### config.mk
export PLATFORM = sky130hd
export DESIGN_NAME = hazard_unit_mc
export DESIGN_NICKNAME = d
export VERILOG_FILES = /design/src/rtl/hazard_unit_mc.sv
export SDC_FILE = /design/constraint.sdc
export NUM_CORES = 1
export LEC_CHECK = 0
export BUFFER_PORTS_ARGS = -buffer_cell sky130_fd_sc_hd__clkbuf_2
export CORE_ASPECT_RATIO = 1.75
export CORE_UTILIZATION = 30
export DETAILED_ROUTE_END_ITERATION = 6
export GPL_ROUTABILITY_DRIVEN = 1
export PLACE_DENSITY = 0.54
export SLEW_MARGIN = 20
export SYNTH_ARGS = -nofsm -noshare
export SYNTH_HDL_FRONTEND = slang
export SYNTH_SLANG_ARGS = --single-unit
### constraint.sdc
create_clock -name clk -period 2.03 [get_ports clk]
set_clock_uncertainty 0.1 [all_clocks]
set_input_delay 0.406 -clock clk [delete_from_list [all_inputs] [get_ports clk]]
set_output_delay 0.406 -clock clk [all_outputs]
set_load 0.005 [all_outputs]
### src/rtl/hazard_unit_mc.sv
// Hazard unit for the 5-stage MIPS pipeline: operand forwarding, load-use and
// branch stalls, a multi-cycle MUL/DIV busy countdown, a data-memory wait
// freeze, and a saturating count of fetch-stall cycles.
module hazard_unit_mc #(
  parameter int REG_AW = 5,
  parameter int MD_LAT = 4,
  parameter int MD_CW  = 8,
  parameter int PERF_W = 16
) (
  input  logic              clk,
  input  logic              rst_n,
  input  logic              BranchD,
  input  logic [REG_AW-1:0] RsD,
  input  logic [REG_AW-1:0] RtD,
  input  logic [REG_AW-1:0] RsE,
  input  logic [REG_AW-1:0] RtE,
  input  logic [REG_AW-1:0] WriteRegE,
  input  logic [REG_AW-1:0] WriteRegM,
  input  logic [REG_AW-1:0] WriteRegW,
  input  logic              RegWriteE,
  input  logic              RegWriteM,
  input  logic              RegWriteW,
  input  logic              MemToRegE,
  input  logic              MemToRegM,
  input  logic              MulDivStartE,
  input  logic              MulDivUseD,
  input  logic              MemReqM,
  input  logic              MemReadyM,
  output logic              StallF,
  output logic              StallD,
  output logic              StallE,
  output logic              StallM,
  output logic              FlushE,
  output logic              FlushW,
  output logic              ForwardAD,
  output logic              ForwardBD,
  output logic [1:0]        ForwardAE,
  output logic [1:0]        ForwardBE,
  output logic              MulDivBusy,
  output logic [PERF_W-1:0] StallCycles
);

  localparam logic [MD_CW-1:0]  MD_LOAD  = MD_CW'(MD_LAT);
  localparam logic [REG_AW-1:0] ZERO_REG = '0;

  logic [MD_CW-1:0] mdCnt;
  logic             lwStall;
  logic             branchStall;
  logic             mdStall;
  logic             memStall;
  logic             hazStall;

  // Saturating increment: the counter sticks at all-ones instead of wrapping.
  function automatic logic [PERF_W-1:0] satInc(input logic [PERF_W-1:0] v);
    return (&v) ? v : v + PERF_W'(1);
  endfunction

  // A producer matches a consumer only when it writes a non-zero register.
  function automatic logic regHit(input logic [REG_AW-1:0] src,
                                  input logic [REG_AW-1:0] dst,
                                  input logic              we);
    return we && (src != ZERO_REG) && (src == dst);
  endfunction

  // M-stage result is newer than W-stage, so it wins when both match.
  function automatic logic [1:0] fwdSel(input logic [REG_AW-1:0] src);
    if (regHit(src, WriteRegM, RegWriteM)) return 2'b10;
    if (regHit(src, WriteRegW, RegWriteW)) return 2'b01;
    return 2'b00;
  endfunction

  assign memStall    = MemReqM && !MemReadyM;
  assign lwStall     = MemToRegE && (WriteRegE != ZERO_REG) &&
                       ((RsD == WriteRegE) || (RtD == WriteRegE));
  assign branchStall = BranchD &&
                       ((RegWriteE && (WriteRegE != ZERO_REG) &&
                         ((WriteRegE == RsD) || (WriteRegE == RtD))) ||
                        (MemToRegM && (WriteRegM != ZERO_REG) &&
                         ((WriteRegM == RsD) || (WriteRegM == RtD))));
  assign mdStall     = MulDivUseD && MulDivBusy;
  assign hazStall    = lwStall || branchStall || mdStall;
  assign MulDivBusy  = (mdCnt != '0);

  // Stall/flush/forward decode; a memory wait freezes F..M and outranks the rest.
  always_comb begin
    StallF    = 1'b0;
    StallD    = 1'b0;
    StallE    = 1'b0;
    StallM    = 1'b0;
    FlushE    = 1'b0;
    FlushW    = 1'b0;
    ForwardAD = 1'b0;
    ForwardBD = 1'b0;
    ForwardAE = 2'b00;
    ForwardBE = 2'b00;
    if (rst_n) begin
      ForwardAE = fwdSel(RsE);
      ForwardBE = fwdSel(RtE);
      ForwardAD = regHit(RsD, WriteRegM, RegWriteM);
      ForwardBD = regHit(RtD, WriteRegM, RegWriteM);
      if (memStall) begin
        StallF = 1'b1;
        StallD = 1'b1;
        StallE = 1'b1;
        StallM = 1'b1;
        FlushW = 1'b1;
      end else if (hazStall) begin
        StallF = 1'b1;
        StallD = 1'b1;
        FlushE = 1'b1;
      end
    end
  end

  // MUL/DIV countdown; a start frozen in E by a memory wait is loaded once E moves.
  always_ff @(posedge clk) begin
    if (!rst_n) begin
      mdCnt <= '0;
    end else if (MulDivStartE && !memStall) begin
      mdCnt <= MD_LOAD;
    end else if (mdCnt != '0) begin
      mdCnt <= mdCnt - MD_CW'(1);
    end
  end

  // Performance counter of cycles in which fetch was held.
  always_ff @(posedge clk) begin
    if (!rst_n) begin
      StallCycles <= '0;
    end else if (StallF) begin
      StallCycles <= satInc(StallCycles);
    end
  end

endmodule

# Word level (Yosys, flattened, before mapping)
# Cells that the tools add are included.
# op_classes
mux,31
n_addsub,2
bitwise_logic,2
reduce_logical,41
eq_ne,12
# op_table
op,count
== test 5 bit,12
nonzero test 5 bit,6
logical AND 1 bit,22
2-to-1 mux 2 bit,10
2-to-1 mux 1 bit,19
adder 16 x 1 -> 16 bit (second input constant),1
AND reduction 16 bit,1
nonzero test 8 bit,1
subtractor 8 x 1 -> 8 bit (second input constant),1
logical OR 1 bit,6
2-to-1 mux 3 bit,2
zero test 1 bit,2
inverter 1 bit,2
AND reduction 2 bit,1
nonzero test 2 bit,1
OR reduction 2 bit,1
# totals
inputBits,47
register_bits,24
out_inout_bits,29
elab_cells,91

# Longest topological paths before layout
# depth
ltp_word,11
mapped_depth,9
depth_no_buf,7

# Worst setup path before layout
# OpenSTA, ideal clock, no wires.
# synth_path
path_kind,input-to-output
start,in WriteRegM[2]
end,out StallF
t_arrival_ns,1.649
setup_slack_ns,-0.125
stages,6
t_required_ns,1.524
path_buffers,2
path_cell_list,clkbuf_1 -> or4_1 -> o211ai_1 -> a21o_1 -> a31oi_1 -> buf_4
# synth_between
elab_chain_cells,10
elab_cells_between_ends,13
classes_between,2 x eq/ne; 3 x mux; 8 x reduce/logical
# synth_lines
element,line,rtl
start: declaration,18,"input logic [REG_AW-1:0] WriteRegM,"
== test 5 bit or nonzero test 5 bit (tied branches),"79, 78",
logical OR 1 bit or logical AND 1 bit (tied branches),"79, 78",
logical AND 1 bit *,78,(MemToRegM && (WriteRegM != ZERO_REG) &&
logical OR 1 bit *,77,((WriteRegE == RsD) || (WriteRegE == RtD))) ||
logical AND 1 bit *,75,assign branchStall = BranchD &&
logical OR 1 bit * (2 in series),81,assign hazStall = lwStall || branchStall || mdStall;
2-to-1 mux 1 bit * (3 in series),--,
end: declaration,29,"output logic StallF,"
# Mark *: on every way between the ends. The rest lies on a longest branch, timed or not.

# Worst setup path after layout
# layout_path
start,in WriteRegM[1]
end,out StallD
# layout_between
elab_chain_cells,10
elab_cells_between_ends,13
classes_between,2 x eq/ne; 3 x mux; 8 x reduce/logical
# layout_lines
element,line,rtl
== test 5 bit or nonzero test 5 bit (tied branches),"79, 78",
logical OR 1 bit or logical AND 1 bit (tied branches),"79, 78",
logical AND 1 bit *,78,
logical OR 1 bit *,77,
logical AND 1 bit *,75,
logical OR 1 bit * (2 in series),81,
2-to-1 mux 1 bit *,107,end else if (hazStall) begin
2-to-1 mux 1 bit *,101,if (memStall) begin
2-to-1 mux 1 bit *,96,if (rst_n) begin
end: declaration,30,"output logic StallD,"
# Marks and branches as above.

==> impl_metrics.csv <==
group,metric,value,unit
clock_network,h-tree-depth,1,
finish,final_area,0.00283,mm^2
yosys,ys_types,38,
global_routing,first_global_vias,2133,
power,switching_share,37.9,%
power,powerDensity,786,mW/mm^2
global_routing,grt_pass1_wl,8950,um
hold_path,hold_end,"mdCnt[2]",
timing,setup_violations,15,
power,p_comb_share,58.9,%
yosys,synth_nets,276,
yosys,ys.warnings.count,0,
yosys,yosysTopAreaCell,"dfxtp_1",
floorplan,initial_core_util,31.4,%
setup_path,crit_type,"in -> out",
power,power.leakage,1.21,nW
global_routing,gr-total-overflow,0,
power,pwr-share-clk,12.6,%
yosys,synthAdderAreaFrac,1.42,%
yosys,yosysTopAreaCellShare,27.2,%
placed_design,io_buffers,75,
power,switchingPower,841,uW
yosys,synth_top_family_by_area,"simple AND/OR/NAND/NOR gates",
placed_design,gp_congestion,0.829,
floorplan,num_rows,36,
timing,hold_viol,0,
finish,fin_nets,399,
clock_network,clk_latency,260,ps
clock_network,cts_sinks,24,
setup_path,ff2ff_path_depth,8,
yosys,syn_area_per_cell,7.78,um^2
timing,fin_crit,2120,ps
clock_network,ctsHoldBuffers,0,
drt,routed_wl,5350,um
drt,route.detailed.drc,0,
setup_path,setup.worst_path.end_class,"output port",
finish,syn2layout_area_growth,59.9,%
timing,drv_slew,0,
power,pwr-share-seq,28.5,%
global_routing,grt_antenna_before_repair,0,
timing,fmax,472,MHz
floorplan,die_h,104,um
placed_design,dp_hpwl,4330,um
setup_path,critPathLaunchType,"input port",
yosys,syn_inst,227,
hold_path,min_path_cells,3,
outcome,violations,"setup timing",
timing,rsz0062_at_grt,"yes",
hold_path,hp-start,"MulDivStartE",
timing,slew_headroom,73.2,%
power,intPower,1.38,mW
drt,ant_nets,0,
clock_network,cts_tree,"built",
drt,drtIter0Drc,31,
yosys,synth-seq-cells,24,
drt,vias,2098,
hold_path,hold_class,"in -> reg",
yosys,syn_area,0.00177,mm^2
setup_path,critPathRequiredTime,1520,ps
floorplan,coreArea,0.00563,mm^2
clock_network,clk_pin_slew,80,ps
setup_path,reg2reg_from,"StallCycles[0]",
placed_design,place_ws,-231,ps
yosys,ys_top_cells_by_area,"dfxtp_1 27%, xnor2_1 17%, xor2_1 5.9%",
outcome,status,"finished with violations",
power,vdd_drop_max,0.000369,V
clock_network,cts_buffer_depth,2,
flow_run,maxCapViolations,0,
drt,drt_pre_antenna_iters,4,
global_routing,track_usage,18.4,%
floorplan,ios,76,
clock_network,cts_buffers,3,
floorplan,die_x,60.0,um
clock_network,cts_root_buf,"clkbuf_8",
setup_path,cp_max_fo,4,
setup_path,r2r_slack,-40,ps
global_routing,grt_max_degree,24,
drt,viasPerCell,4.95,
timing,layout_setup_ws,-87.8,ps
placed_design,place_area,0.00251,mm^2
finish,n_antenna_cell,0,
finish,drive_gt1_share,48.9,%
setup_path,worst_ep_arrival_time,1610,ps
yosys,yosysSeqAreaShare,27.2,%
drt,wire_per_inst,12.6,um
yosys,synth_xor_area_share,22.8,%
setup_path,r2r_end,"StallCycles[13]",
yosys,synthMuxAreaShare,0,%
timing,worst_pin_slew,400,ps
yosys,synth_compound_area_share,15.2,%
timing,fin_crit_sh,104,%
floorplan,die_area,0.00621,mm^2
yosys,synth-simple-area-share,28.0,%
[state kept, by name, summed over array words and instances, names as in the netlist]
signal,count
StallCycles,16
mdCnt,8
[cells by family (layout without fill, tap and decap cells)]
group / after synthesis / after routing
compound gates: 46 / 46
buf+inv: 16 / 137
fa+ha+maj: 2 / 2
xor+xnor: 46 / 46
simple gates: 93 / 93
flops: 24 / 24
[metrics by stage]
step	setup TNS (ps)	util (%)	cells	hold slack [ps]	total power, mW
floorplan	-834	-	227	348	1.31
global placement	-2990	44.6	412	366	1.78
CTS	-1130	48.0	422	335	2.18
finish	-795	50.2	424	345	2.22
detailed placement	-3150	44.6	412	367	1.79
global route	-2470	50.2	424	382	2.40
[power groups by stage]
stage | clock network (mW) | registers (mW) | logic [mW]
finish | 0.279 | 0.633 | 1.31
global route | 0.307 | 0.645 | 1.45
CTS | 0.290 | 0.631 | 1.26
detailed placement | 0 | 0.634 | 1.16
global placement | 0 | 0.632 | 1.15
floorplan | 0 | 0.657 | 0.649
[critical path, stage by stage]
cell      delay, ps
buf_8           100
or4_1           500
o211ai_1        180
a21o_1          190
a31oi_4         110
clkbuf_2        130
[layout make-up]
cell class                 instances  area [um^2]
timing repair buffer             130          828
inverter                           4         15.0
tap                               76         95.1
fill                             575         2810
sequential                        24          483
multi-input combinational        187         1360
clock buffer                       3         41.3
[worst max-delay path by stage]
stage	cells past startpoint	start	slack (ps)	to
final	6	WriteRegM[1]	-90	StallD
after floorplan	6	WriteRegM[2]	-100	StallF
after CTS	6	WriteRegM[2]	-120	StallD
after global placement	9	WriteRegM[3]	-190	StallCycles[5]
after global routing	7	WriteRegM[3]	-160	ForwardBE[1]
after detailed placement	9	WriteRegM[0]	-230	StallCycles[8]
[placed cells by master, fill, tap and decap left out, types with 3 or more instances in the layout]
master and n:
a21oi_1 12, a21oi_2 8, and3_1 5, buf_2 3, buf_4 54, clkbuf_2 68
clkbuf_8 4, dfxtp_1 22, nand2_1 14, nand3_1 18, nand4_1 5, nor2_1 14
nor3_2 4, o21ai_0 12, or3_1 8, or3_4 4, or4_1 3, xnor2_1 31
xnor2_2 3, xor2_1 12
[repair_timing]
item                                    4_1_cts  5_1_grt
buffers inserted                              8        2
resized for setup                            22       26
endpoints found under the setup margin       17       23
pin swaps                                    24       10
[Yosys cell counts, drive strengths merged]
| library cell | instances |
|---|---|
| a211oi | 1 |
| a21boi | 1 |
| a21o | 1 |
| a21oi | 20 |
| a22oi | 1 |
| a311oi | 2 |
| a31o | 2 |
| a31oi | 2 |
| a41oi | 1 |
| and2 | 3 |
| and3 | 5 |
| and4 | 1 |
| and4b | 1 |
| buf | 8 |
| clkbuf | 4 |
| clkinv | 1 |
| dfxtp | 24 |
| ha | 2 |
| inv | 3 |
| nand2 | 14 |
| nand2b | 1 |
| nand3 | 18 |
| nand4 | 5 |
| nor2 | 17 |
| nor3 | 6 |
| nor4 | 5 |
| o211ai | 1 |
| o21ai | 12 |
| o22ai | 1 |
| o31ai | 1 |
| or3 | 12 |
| or4 | 5 |
| xnor2 | 34 |
| xor2 | 12 |
[per-layer routing]
metal	vias up	track usage, %	routed length, um
met5	-	0	0
met2	67	36.9	3040
met4	0	7.64	148
li1	1055	-	-
met1	966	17.6	1980
met3	10	1.25	186
Note: power is estimated with default switching activity, not from simulation.
